File: config.mk
export PLATFORM = sky130hd
export DESIGN_NAME = rd_value_select_pipe
export DESIGN_NICKNAME = d
export VERILOG_FILES = /design/src/rtl/wb_pkg.sv /design/src/rtl/wb_skid_buffer.sv /design/src/rtl/rd_value_select_pipe.sv
export SDC_FILE = /design/constraint.sdc
export NUM_CORES = 1
export LEC_CHECK = 0
export ABC_AREA = 1
export CORE_ASPECT_RATIO = 0.75
export CORE_MARGIN = 2
export CORE_UTILIZATION = 43
export CTS_CLUSTER_DIAMETER = 100
export DETAILED_ROUTE_END_ITERATION = 10
export PLACE_DENSITY = 0.8
export SLEW_MARGIN = 0
export SYNTH_ARGS = -nofsm -noshare
export SYNTH_HDL_FRONTEND = slang
export SYNTH_HIERARCHICAL = 1
export SYNTH_SLANG_ARGS = --single-unit
File: constraint.sdc
create_clock -name clk -period 3.9 [get_ports clk]
set_input_delay 0.78 -clock clk [delete_from_list [all_inputs] [get_ports clk]]
set_output_delay 0.78 -clock clk [all_outputs]
set_load 0.01 [all_outputs]
File: src/rtl/wb_pkg.sv
// Shared definitions for the writeback value-select pipeline: default widths,
// occupancy encoding of the output stage, and a width helper.
package wb_pkg;

    localparam int WB_WIDTH = 16;
    localparam int WB_RA_W  = 4;
    localparam int WB_IMM_W = 8;

    typedef enum logic [1:0] {
        ST_EMPTY = 2'd0,
        ST_ONE   = 2'd1,
        ST_FULL  = 2'd2
    } occ_e;

    function automatic int clog2(input int value);
        int r;
        int v;
        r = 0;
        v = value - 1;
        while (v > 0) begin
            r++;
            v = v >> 1;
        end
        return r;
    endfunction

endpackage

File: src/rtl/wb_skid_buffer.sv
// Generic 2-entry valid/ready stage: a registered output slot plus one skid
// slot that catches the beat arriving in the same cycle as a stall.
module wb_skid_buffer
    import wb_pkg::*;
#(
    parameter int W = 8
) (
    input  logic         clk,
    input  logic         rst_n,
    input  logic         flush,
    input  logic [W-1:0] in_data,
    input  logic         in_valid,
    output logic         in_ready,
    output logic [W-1:0] out_data,
    output logic         out_valid,
    input  logic         out_ready
);

    occ_e       state, state_nx;
    logic [W-1:0] out_q, skid_q;
    logic       in_ready_q;
    logic       accept, handshake;
    logic       load_out, load_skid, out_from_skid;

    assign accept    = in_valid && in_ready_q;
    assign handshake = out_valid && out_ready;

    // NOTE: every output of this block gets a default first, so no path can infer a latch.
    always_comb begin
        state_nx      = state;
        load_out      = 1'b0;
        load_skid     = 1'b0;
        out_from_skid = 1'b0;
        if (flush) begin
            state_nx = ST_EMPTY;
        end else begin
            case (state)
                ST_EMPTY: if (accept) begin
                    load_out = 1'b1;
                    state_nx = ST_ONE;
                end
                ST_ONE: if (handshake && accept) begin
                    load_out = 1'b1;
                end else if (handshake) begin
                    state_nx = ST_EMPTY;
                end else if (accept) begin
                    load_skid = 1'b1;
                    state_nx  = ST_FULL;
                end
                ST_FULL: if (handshake) begin
                    out_from_skid = 1'b1;
                    state_nx      = ST_ONE;
                end
                default: state_nx = ST_EMPTY;
            endcase
        end
    end

    // NOTE: state uses non-blocking assignments so every flop samples pre-edge values.
    always_ff @(posedge clk or negedge rst_n) begin
        if (!rst_n) begin
            state      <= ST_EMPTY;
            in_ready_q <= 1'b1;
        end else begin
            state      <= state_nx;
            // Derived from next state, so ready drops exactly when FULL is entered.
            in_ready_q <= (state_nx != ST_FULL);
        end
    end

    always_ff @(posedge clk or negedge rst_n) begin
        if (!rst_n) begin
            out_q <= '0;
        end else if (load_out) begin
            out_q <= in_data;
        end else if (out_from_skid) begin
            out_q <= skid_q;
        end
    end

    // NOTE: the skid slot is never read unless FULL, so it needs no reset.
    always_ff @(posedge clk) begin
        if (load_skid) skid_q <= in_data;
    end

    assign in_ready  = in_ready_q;
    assign out_data  = out_q;
    assign out_valid = (state != ST_EMPTY);

endmodule

File: src/rtl/rd_value_select_pipe.sv
// Registered Rd write-value select: picks one of NSRC candidates (one of them an
// extended immediate) and hands it to the register file through a skid stage.
module rd_value_select_pipe
    import wb_pkg::*;
#(
    parameter int WIDTH   = WB_WIDTH,
    parameter int NSRC    = 4,
    parameter int SEL_W   = 2,
    parameter int IMM_SRC = 1,
    parameter int IMM_W   = WB_IMM_W,
    parameter int RA_W    = WB_RA_W
) (
    input  logic                  clk,
    input  logic                  rst_n,
    input  logic [NSRC*WIDTH-1:0] src_data,
    input  logic [SEL_W-1:0]      sel,
    input  logic                  imm_sign,
    input  logic [RA_W-1:0]       rd_addr,
    input  logic                  in_valid,
    output logic                  in_ready,
    input  logic                  flush,
    output logic [WIDTH-1:0]      wb_data,
    output logic [RA_W-1:0]       wb_addr,
    output logic                  wb_err,
    output logic                  wb_valid,
    input  logic                  wb_ready,
    output logic                  err_sticky
);

    localparam int PW = WIDTH + RA_W + 1;

    logic [31:0]      sel_ext;
    logic [IMM_W-1:0] imm_raw;
    logic [WIDTH-1:0] imm_ext;
    logic [WIDTH-1:0] sel_value;
    logic             sel_err;

    assign sel_ext = 32'(sel);
    assign imm_raw = src_data[IMM_SRC*WIDTH +: IMM_W];

    if (IMM_W < WIDTH) begin : g_imm_extend
        assign imm_ext = {{(WIDTH-IMM_W){imm_sign & imm_raw[IMM_W-1]}}, imm_raw};
    end else begin : g_imm_full
        assign imm_ext = imm_raw;
    end

    always_comb begin
        sel_value = '0;
        sel_err   = (sel_ext >= 32'(NSRC));
        for (int i = 0; i < NSRC; i++) begin
            if (sel_ext == 32'(i)) sel_value = src_data[i*WIDTH +: WIDTH];
        end
        if (sel_ext == 32'(IMM_SRC)) sel_value = imm_ext;
    end

    wb_skid_buffer #(.W(PW)) u_skid (
        .clk      (clk),
        .rst_n    (rst_n),
        .flush    (flush),
        .in_data  ({sel_err, rd_addr, sel_value}),
        .in_valid (in_valid),
        .in_ready (in_ready),
        .out_data ({wb_err, wb_addr, wb_data}),
        .out_valid(wb_valid),
        .out_ready(wb_ready)
    );

    always_ff @(posedge clk or negedge rst_n) begin
        if (!rst_n) begin
            err_sticky <= 1'b0;
        end else if (flush) begin
            err_sticky <= 1'b0;
        end else if (in_valid && in_ready && sel_err) begin
            err_sticky <= 1'b1;
        end
    end

endmodule

# --- Word level (Yosys, flattened, before mapping) ---
# Index checks and enable logic that the tools add are counted.
word_totals:
  reg_bits: 46
  output_inout_bits: 24
  word_cells: 48
classes:
  magnitude_cmp: 1
  eq_ne: 6
  muxes: 26
  bitwise: 1
  reduce_logical: 9
op_table:
  columns: ["operator", "count"]
  rows:
  - ["2-to-1 mux 16 bit", 4]
  - ["2-to-1 mux 21 bit", 2]
  - ["logical NOT 32 bit", 1]
  - ["2-to-1 mux 1 bit", 12]
  - ["2-to-1 mux 2 bit", 6]
  - ["== test 2 bit, second input constant", 3]
  - ["case mux 2 bit (3 select lines)", 1]
  - ["nonzero test 2 bit", 3]
  - ["== test 2 x 1 -> 1 bit, second input constant", 2]
  - ["logical AND 1 bit", 4]
  - ["greater-or-equal comparator 2 x 3 -> 1 bit, second input constant", 1]
  - ["logical NOT 2 bit", 1]
  - ["!= test 2 bit, second input constant", 1]
  - ["case mux 1 bit (2 select lines)", 1]
  - ["AND 1 bit", 1]

# --- Longest topological paths before layout ---
# Gate-level depths: netlist of the first run.
depth:
  word_depth: 7
  depth_mapped: 8
  depth_no_buf: 7

# --- By module ---
# Netlist of the first run, hierarchy kept.
modules_own_cells:
  columns: ["module", "instances", "cells_per_inst", "area_per_inst_um2", "seq_area_each_um2"]
  rows:
  - ["wb_skid_buffer", 1, 167, 1930.6, 1232.4]
  - ["rd_value_select_pipe", 1, 92, 530.5, 25.0]

# --- Worst setup path before layout of the first run ---
# OpenSTA, ideal clock, no wires.
synth_timing:
  kind: "input port to flip-flop"
  from: "in in_valid"
  to: "reg u_skid.skid_q[0] (enable)"
  setup_ns: 0.426
  t_arrival_ns: 2.600
  t_required_ns: 3.474
  path_slack_ns: 0.874
  stages: 4
  path_buffers: 0
  cell_sequence: "nand2_1 > nor2_2 > inv_1 > nor3_1"
synth_between:
  elab_chain_len: 6
synth_lines:
  columns: ["item", "line_no", "source"]
  rows:
  - ["start: declaration", "rd_value_select_pipe.sv:19", "input logic in_valid,"]
  - ["logical AND 1 bit (*)", "wb_skid_buffer.sv:25", "assign accept = in_valid && in_ready_q;"]
  - ["2-to-1 mux 1 bit", "wb_skid_buffer.sv:46", "end else if (accept) begin"]
  - ["2-to-1 mux 1 bit", "wb_skid_buffer.sv:44", "end else if (handshake) begin"]
  - ["2-to-1 mux 1 bit (*)", "wb_skid_buffer.sv:42", "ST_ONE: if (handshake && accept) begin"]
  - ["2-to-1 mux 1 bit (*)", "wb_skid_buffer.sv:37", "case (state)"]
  - ["2-to-1 mux 1 bit (*)", "wb_skid_buffer.sv:34", "if (flush) begin"]
  - ["net u_skid.load_skid", "wb_skid_buffer.sv:23", "logic load_out, load_skid, out_from_skid;"]
  - ["end signal: assignment", "wb_skid_buffer.sv:83", "if (load_skid) skid_q <= in_data;"]
  - ["end: declaration", "wb_skid_buffer.sv:20", "logic [W-1:0] out_q, skid_q;"]
# The timed path passes the listed nets; every way through them passes the cells marked *.
# A chain may end at the register's enable or synchronous reset.

# --- Worst setup path after layout of the first run ---
layout_timing:
  from: "in sel[1]"
  to: "reg u_skid.out_q[15] (netlist: u_skid/out_data[15])"
layout_between:
  elab_chain_len: 6
layout_lines:
  columns: ["item", "line_no", "source"]
  rows:
  - ["start: declaration", "rd_value_select_pipe.sv:16", "input logic [SEL_W-1:0] sel,"]
  - ["logical NOT 32 bit", "rd_value_select_pipe.sv:51", "if (sel_ext == 32'(i)) sel_value = src_data[i*WIDTH +: WIDTH];"]
  - ["2-to-1 mux 16 bit (3 in series)", "rd_value_select_pipe.sv:51", null]
  - ["2-to-1 mux 16 bit (*)", "rd_value_select_pipe.sv:53", "if (sel_ext == 32'(IMM_SRC)) sel_value = imm_ext;"]
  - ["net sel_value[15]", "rd_value_select_pipe.sv:35", "logic [WIDTH-1:0] sel_value;"]
  - ["2-to-1 mux 21 bit (*)", "wb_skid_buffer.sv:74", "end else if (load_out) begin"]
  - ["end signal: assignment", "wb_skid_buffer.sv:75", "out_q <= in_data;"]
  - ["end signal: assignment", "wb_skid_buffer.sv:77", "out_q <= skid_q;"]
  - ["end: declaration", "wb_skid_buffer.sv:20", null]
# Marked as above.

==> results.sh, run 1 <==
export IMPL_crit_type="primary input to register"
export IMPL_numCtsBuffers=5
export IMPL_gr_total_overflow=0
export IMPL_grt_pass1_wl_um=9940
export IMPL_ir_worst_vdd_v=0.000146
export IMPL_ioPinCount=100
export IMPL_io_buffers=91
export IMPL_cts_resized=0
export IMPL_synth_seq_area_share_pct=51.1
export IMPL_synth_cells=259
export IMPL_stdcell_count=418
export IMPL_final_hold_violation_count=0
export IMPL_dp_cells=410
export IMPL_async_flop_share_pct=54.3
export IMPL_finalCritPeriodShare_pct=64.4
export IMPL_holdCritPathClass="register to register"
export IMPL_synth_top_area_cell="edfxtp_1"
export IMPL_synth_top_area_share_pct=25.6
export IMPL_ant_nets=0
export IMPL_first_iter_violations=143
export IMPL_slowest_delay_ns=0.88
export IMPL_timing_final_crit_period_ns=2.51
export IMPL_final_common_cell="nand3_1"
export IMPL_die_area_um2=6350
export IMPL_clkLatencyLatePin_ns=0.30
export IMPL_grt_max_degree=26
export IMPL_synth_seq_cells=46
export IMPL_cts_hold_buf=0
export IMPL_cp_required_ns=4.10
export IMPL_ys_types=26
export IMPL_dpl_hpwl_um=4470
export IMPL_setup_viol=0
export IMPL_synth_top_flop_cell="dfrtp_1"
export IMPL_row_count=23
export IMPL_mappedNetlistArea_um2=2460
export IMPL_power_switching_w=0.000341
export IMPL_root_buffer="clkbuf_8"
export IMPL_initial_utilization_pct=45.2
export IMPL_hold_ws_ns=0.492
export IMPL_arrival_ns=2.71
export IMPL_critPathMaxFanout=21
export IMPL_finalClockSkew_ns=0.00466
export IMPL_layout_common_cells="nand3_1, clkdlybuf4s50_1, dfrtp_1"
export IMPL_fin_util_pct=63.2
export IMPL_wl_um=6060
export IMPL_clock_path_buffers=2
export IMPL_core_um2=5440
export IMPL_fin_tns_setup_ns=0
export IMPL_swShare_pct=27.4
export IMPL_p_comb_share_pct=28.4
export IMPL_relSlewSlack_pct=23.5
export IMPL_syn_to_final_growth_pct=39.8
export IMPL_diodes=0
export IMPL_slew_viol_final=0
export IMPL_h_tree_depth=2
export IMPL_antenna_found_initial=0
export IMPL_worstMarginPinSlew_ns=1.14
export IMPL_fmax_mhz=398
export IMPL_synth_edf_count=21
export IMPL_fillerInstances=460
export IMPL_viasPerCell=5.31
export IMPL_gp_congestion=0.845
export IMPL_p_per_area_nw_per_um2=362
export IMPL_cts_sinks=46
export IMPL_grt_util_all_layers_pct=20.2
export IMPL_layout_nets=418
export IMPL_power_total_w=0.00124
export IMPL_clkPwrFrac_pct=23.7
export IMPL_end_kind="register"
export IMPL_ff_latch_area_um2=1260
export IMPL_grt_pass1_vias=2131
export IMPL_die_x_um=91.4
export IMPL_syn_avg_cell_area_um2=9.50
export IMPL_route_detailed_drc=0
export IMPL_startpoint_type="primary input"
export IMPL_num_vias=2218
export IMPL_yosys_warnings=6
export IMPL_chipHeight_um=69.5
export IMPL_wl_per_cell_um=14.5
export IMPL_critical_path_cell_chain="clkdlybuf4s50_1 > buf_4 > nor2_2 > nand2_2 > nand4_1 > nand3b_1 > nand2_1 > inv_1"
export IMPL_multi_input_area_um2=1000
export IMPL_p_int_w=0.000903
export IMPL_cts_tree="done"
export IMPL_path_clk_slew_ns=0.08
export IMPL_seq_power_share_pct=47.9
export IMPL_leakage_nw=1.36
export IMPL_yosys_top_cells_area="edfxtp_1, dfrtp_1, nand3_1"
export IMPL_drive_gt1_share_pct=11.1
export IMPL_cts_setup_buffers=0
export IMPL_firstDrtPassIters=4
export IMPL_critical_path_slowest_cell="clkdlybuf4s50_1"
export IMPL_status="finished, final reports clean"
export IMPL_rsz0062_at_grt="false"
export IMPL_cap_violations=0
## per-stage QoR
stage	setup WS, ns	area, µm²
2_1_floorplan	0.874	2460
3_3_place_gp	1.11	3350
3_5_place_dp	1.09	3350
4_1_cts	1.42	3440
5_1_grt	1.25	3440
6_report	1.39	3440
## worst max-delay path, delay by kind of cell
family,cells,cell delay [ns]
AND/OR/NAND/NOR,5,0.67
buffers and inverters,3,1.26
## worst paths after layout
kind	end	slack (ns)	start	cells past startpoint
max	u_skid/out_data[15]$_DFFE_PN0P_	1.39	sel[1]	8
min	err_sticky$_DFFE_PN0P_	0.49	err_sticky$_DFFE_PN0P_	2
max reg2reg	u_skid/skid_q[12]$_DFFE_PP_	2.04	u_skid/in_ready$_DFF_PN1_	6
min reg2reg	err_sticky$_DFFE_PN0P_	0.49	err_sticky$_DFFE_PN0P_	2
max in group asynchronous	u_skid/out_data[11]$_DFFE_PN0P_	2.13	rst_n	1
min in group asynchronous	u_skid/out_data[17]$_DFFE_PN0P_	1.08	rst_n	1
## cell families after synthesis
logic type,after synthesis,synth area share (%)
buf+inv,33,8.54
other cells,1,0.152
flops,46,51.1
compound gates,4,0.864
simple gates,175,39.3
## area by class of cell
type	instances	share of cell area, %
inverter	12	1.38
clock buffer	8	2.62
timing repair buffer	96	27.6
tap	75	2.73
multi-input combinational	181	29.1
sequential	46	36.6
## per-layer routing
layer	up-vias	global-route usage, %	part of all wire, %
met3	16	4.67	8.3
met5	-	0	0
li1	1097	-	-
met2	101	31.0	46
met1	1004	26.6	43
met4	0	10.8	2.9
## Yosys cell counts, types with 3 or more instances
cell type,count
nand3_1,112
buf_2,9
dfrtp_1,24
edfxtp_1,21
nand3_2,10
nand2_1,21
nor2_4,3
inv_1,9
nand4_1,16
nor2_2,3
buf_4,7
nand2_2,4
buf_6,4
## state kept, by name, indices dropped and copies added, names as in the netlist
name / flops
u_skid/state: 2
u_skid/out_data: 21
u_skid/in_ready: 1
err_sticky: 1
u_skid/skid_q: 21
## power groups by stage
stage / clock network (W) / registers (W) / logic, W
after floorplan: 0 / 0.000628 / 0.000137
after global placement: 0 / 0.000607 / 0.000349
after detailed placement: 0 / 0.000608 / 0.000356
after CTS: 0.000303 / 0.000598 / 0.000357
after global routing: 0.000322 / 0.000603 / 0.000385
final: 0.000295 / 0.000596 / 0.000353
(Power assumes the default switching activity.)
==> inputs of run 2 (changes only) <==
Clock period 3.9 ns to 2.55 ns, I/O delays scaled along.
==> results.sh, run 2 (synthesis results as in run 1) <==
export IMPL_status="finished, final reports clean"
export IMPL_ant_nets=0
export IMPL_path_clk_slew_ns=0.08
export IMPL_leakage_nw=1.39
export IMPL_firstDrtPassIters=5
export IMPL_route_detailed_drc=0
export IMPL_core_um2=5440
export IMPL_clkLatencyLatePin_ns=0.29
export IMPL_gp_congestion=0.869
export IMPL_ir_worst_vdd_v=0.000206
export IMPL_grt_pass1_wl_um=10300
export IMPL_cts_resized=0
export IMPL_die_x_um=91.4
export IMPL_setup_viol=0
export IMPL_drive_gt1_share_pct=12.1
export IMPL_rsz0062_at_grt="false"
export IMPL_syn_to_final_growth_pct=41.2
export IMPL_grt_max_degree=36
export IMPL_diodes=0
export IMPL_end_kind="output port"
export IMPL_finalClockSkew_ns=0.00695
export IMPL_viasPerCell=5.37
export IMPL_root_buffer="clkbuf_8"
export IMPL_h_tree_depth=2
export IMPL_layout_common_cells="nand3_1, clkdlybuf4s50_1, dfrtp_1"
export IMPL_initial_utilization_pct=45.2
export IMPL_final_cell_area_um2=3480
export IMPL_fin_ws_ns=0.621
export IMPL_die_area_um2=6350
export IMPL_cap_violations=0
export IMPL_cts_sinks=46
export IMPL_seq_power_share_pct=48.0
export IMPL_p_int_w=0.00139
export IMPL_worstSetupStartpoint="u_skid/state[0]$_DFF_PN0_"
export IMPL_wl_um=6230
export IMPL_dpl_hpwl_um=4600
export IMPL_numCtsBuffers=5
export IMPL_cp_required_ns=2.04
export IMPL_cts_setup_buffers=0
export IMPL_critPathMaxFanout=4
export IMPL_critPathTopFamily="buffers and inverters"
export IMPL_startpoint_type="register"
export IMPL_reg2reg_from="u_skid/in_ready$_DFF_PN1_"
export IMPL_chipHeight_um=69.5
export IMPL_row_count=23
export IMPL_cts_hold_buf=0
export IMPL_gr_total_overflow=0
export IMPL_final_common_cell="nand3_1"
export IMPL_layout_nets=421
export IMPL_p_per_area_nw_per_um2=548
export IMPL_wl_per_cell_um=14.8
export IMPL_clock_path_buffers=2
export IMPL_relSlewSlack_pct=65.2
export IMPL_finalCritPeriodShare_pct=75.6
export IMPL_ioPinCount=100
export IMPL_dpl_instance_area_um2=3380
export IMPL_fmax_mhz=518
export IMPL_slowest_delay_ns=0.53
export IMPL_clkPwrFrac_pct=23.1
export IMPL_worstHoldStart="u_skid/skid_q[3]$_DFFE_PP_"
export IMPL_crit_type="register to output port"
export IMPL_slew_viol_final=0
export IMPL_critical_path_slowest_cell="clkdlybuf4s50_1"
export IMPL_timing_final_crit_period_ns=1.93
export IMPL_grt_pass1_vias=2127
export IMPL_power_switching_w=0.000518
export IMPL_place_ws_ns=0.468
export IMPL_antenna_found_initial=0
export IMPL_fin_util_pct=63.9
export IMPL_worstMarginPinSlew_ns=0.520
export IMPL_first_iter_violations=190
export IMPL_p_comb_share_pct=28.8
export IMPL_critical_path_cell_chain="inv_2 > nand2_1 > clkdlybuf4s50_1"
export IMPL_arrival_ns=1.42
export IMPL_final_hold_violation_count=0
export IMPL_num_vias=2262
export IMPL_path_buf_inv=2
export IMPL_fin_tns_setup_ns=0
export IMPL_swShare_pct=27.2
export IMPL_holdCritPathClass="register to register"
export IMPL_io_buffers=91
export IMPL_grt_util_all_layers_pct=20.1
export IMPL_cts_tree="done"
[run 2: worst paths after layout]
path | endpoint | slack [ns] | cells past startpoint
min in group asynchronous | u_skid/out_data[19]$_DFFE_PN0P_ | 0.55 | 1
max in group asynchronous | u_skid/out_data[11]$_DFFE_PN0P_ | 1.40 | 2
hold reg to reg | u_skid/out_data[3]$_DFFE_PN0P_ | 0.50 | 2
setup / recovery | wb_valid | 0.62 | 3
hold / removal | u_skid/out_data[3]$_DFFE_PN0P_ | 0.50 | 2
setup reg to reg | u_skid/out_data[10]$_DFFE_PN0P_ | 0.94 | 6
[run 2: worst register-to-register path, delay by kind of cell (launching register included)]
family                 cells  cell delay, ns
and+or+nand+nor            5            0.67
DFF                        1            0.54
buffers and inverters      1            0.28
[run 2: per-layer routing]
layer | wire length [µm] | track usage, % | vias to the layer above
li1 | - | - | 1101
met1 | 2650 | 27.2 | 1058
met2 | 3050 | 32.6 | 99
met3 | 498 | 5.33 | 4
met4 | 34 | 4.71 | 0
met5 | 0 | 0 | -
[run 2: layout make-up]
type	instances	area, µm²
fillers	440	1960
flip-flops and latches	46	1260
multi-input cells	181	1000
repair buffers	99	983
well taps	75	93.8
clock buffers	7	86.3
inverters	12	47.5
clock inverters	1	5.00
[run 2: power by group through the flow]
stage	logic [W]	clock network, W	registers [W]
finish	0.000549	0.000440	0.000914
global route	0.000595	0.000480	0.000927
CTS	0.000554	0.000454	0.000917
detailed placement	0.000552	0	0.000933
global placement	0.000542	0	0.000930
floorplan	0.000210	0	0.000960
[run 2: per-stage QoR]
stage | total power, W | hold slack (ns) | std cells
4_1_cts | 0.00192 | 0.498 | 421
3_3_place_gp | 0.00147 | 0.474 | 413
6_report | 0.00190 | 0.495 | 421
5_1_grt | 0.00200 | 0.521 | 421
3_5_place_dp | 0.00148 | 0.480 | 413
2_1_floorplan | 0.00117 | 0.214 | 260
==> inputs of run 3 (changes only) <==
Clock period 2.55 ns to 1.8 ns, I/O delays scaled along.
==> results.sh, run 3 (synthesis results as in run 1) <==
export IMPL_status="finished, final reports clean"
export IMPL_power_switching_w=0.000811
export IMPL_cp_depth=1
export IMPL_path_clk_slew_ns=0.10
export IMPL_numCtsBuffers=5
export IMPL_power_total_w=0.00285
export IMPL_clkLatencyLatePin_ns=0.31
export IMPL_diodes=0
export IMPL_swShare_pct=28.4
export IMPL_fin_ws_ns=0.0568
export IMPL_ir_worst_vdd_v=0.000373
export IMPL_holdCritPathClass="primary input to asynchronous set/reset pin"
export IMPL_critPathTopFamily="flip-flops"
export IMPL_reg2regPathDepth=6
export IMPL_grt_pass1_wl_um=11100
export IMPL_ioPinCount=100
export IMPL_cap_violations=0
export IMPL_h_tree_depth=2
export IMPL_final_common_cell="nand3_1"
export IMPL_clkPwrFrac_pct=25.5
export IMPL_core_um2=5440
export IMPL_leakage_nw=1.48
export IMPL_grt_util_all_layers_pct=22.1
export IMPL_cts_hold_buf=0
export IMPL_startpoint_type="register"
export IMPL_drive_gt1_share_pct=17.1
export IMPL_route_detailed_drc=0
export IMPL_dpl_hpwl_um=4940
export IMPL_viasPerCell=5.42
export IMPL_seq_power_share_pct=45.6
export IMPL_io_buffers=91
export IMPL_syn_to_final_growth_pct=48.7
export IMPL_fin_tns_setup_ns=0
export IMPL_critical_path_cell_chain="clkdlybuf4s50_1"
export IMPL_die_area_um2=6350
export IMPL_layout_common_cells="nand3_1, clkdlybuf4s50_1, dfrtp_1"
export IMPL_end_kind="output port"
export IMPL_initial_utilization_pct=45.2
export IMPL_crit_type="register to output port"
export IMPL_antenna_found_initial=0
export IMPL_grt_max_degree=26
export IMPL_firstDrtPassIters=4
export IMPL_p_comb_share_pct=28.9
export IMPL_finalClockSkew_ns=0.0166
export IMPL_rsz0062_at_grt="false"
export IMPL_gr_total_overflow=0
export IMPL_wl_per_cell_um=15.3
export IMPL_critical_path_slowest_cell="dfstp_2"
export IMPL_critPathMaxFanout=2
export IMPL_chipHeight_um=69.5
export IMPL_ff_latch_area_um2=1260
export IMPL_first_iter_violations=197
export IMPL_cp_required_ns=1.44
export IMPL_row_count=23
export IMPL_fmax_mhz=574
export IMPL_path_buf_inv=1
export IMPL_p_int_w=0.00204
export IMPL_arrival_ns=1.38
export IMPL_fillerInstances=417
export IMPL_slew_viol_final=0
export IMPL_root_buffer="clkbuf_8"
export IMPL_grt_pass1_vias=2430
export IMPL_cts_tree="done"
export IMPL_clock_path_buffers=2
export IMPL_setup_viol=0
export IMPL_ant_nets=0
export IMPL_wl_um=6700
export IMPL_layout_nets=438
export IMPL_hold_ws_ns=0.402
export IMPL_slowest_delay_ns=0.55
export IMPL_gp_congestion=0.870
export IMPL_final_hold_violation_count=0
export IMPL_num_vias=2373
export IMPL_p_per_area_nw_per_um2=779
export IMPL_die_x_um=91.4
export IMPL_cts_sinks=46
export IMPL_cts_resized=0
export IMPL_timing_final_crit_period_ns=1.74
export IMPL_multi_input_area_um2=1020
export IMPL_finalCritPeriodShare_pct=96.8
export IMPL_place_ws_ns=-0.111
## run 3: cell type report
type	count	area share [%]
clock buffers	6	2.56
clock inverters	2	0.376
inverters	12	1.30
multi-input cells	181	27.8
flip-flops and latches	46	34.4
well taps	75	2.56
repair buffers	116	31.1
## run 3: stage by stage
stage	instances	utilization, %	cell area (µm²)
2_1_floorplan	260	-	2480
3_3_place_gp	428	65.0	3540
3_5_place_dp	428	65.0	3540
4_1_cts	438	67.3	3660
5_1_grt	438	67.3	3660
6_report	438	67.3	3660
## run 3: final timing paths
path                            slack [ns]                               to                        from
worst max register to register        0.16   u_skid/out_data[5]$_DFFE_PN0P_   u_skid/in_ready$_DFF_PN1_
min in group clk                      0.48   u_skid/out_data[6]$_DFFE_PN0P_  u_skid/skid_q[6]$_DFFE_PP_
max in group asynchronous             1.11        u_skid/in_ready$_DFF_PN1_                       rst_n
worst min register to register        0.48   u_skid/out_data[6]$_DFFE_PN0P_  u_skid/skid_q[6]$_DFFE_PP_
worst max-delay path                  0.06                         in_ready   u_skid/in_ready$_DFF_PN1_
worst min-delay path                  0.40  u_skid/out_data[17]$_DFFE_PN0P_                       rst_n
## run 3: routing by layer
layer	GRT usage [%]	vias to the layer above	wire (µm)
met5	0	-	0
met4	9.43	0	145
met3	6.20	17	513
met2	36.0	112	3190
met1	27.6	1108	2860
li1	-	1136	-
## run 3: worst register-to-register path, stage by stage, from the launching register on
cell	delay [ns]
dfstp_2	0.55
nand2_2	0.07
nor2_4	0.13
buf_4	0.28
nand2_4	0.24
nand3_1	0.14
nand3_1	0.10
## run 3: power groups by stage
stage                     clock network, W  logic, W  registers [W]
after floorplan                          0  0.000301        0.00136
after global placement                   0  0.000797        0.00132
after detailed placement                 0  0.000818        0.00132
after CTS                         0.000729  0.000829        0.00130
after global routing              0.000772  0.000890        0.00131
final                             0.000727  0.000823        0.00130
## run 3: repair_timing
action / CTS / global route
setup buffers: 2 / 0
hold endpoints to repair: 0 / 0
setup endpoints to repair: 1 / 0
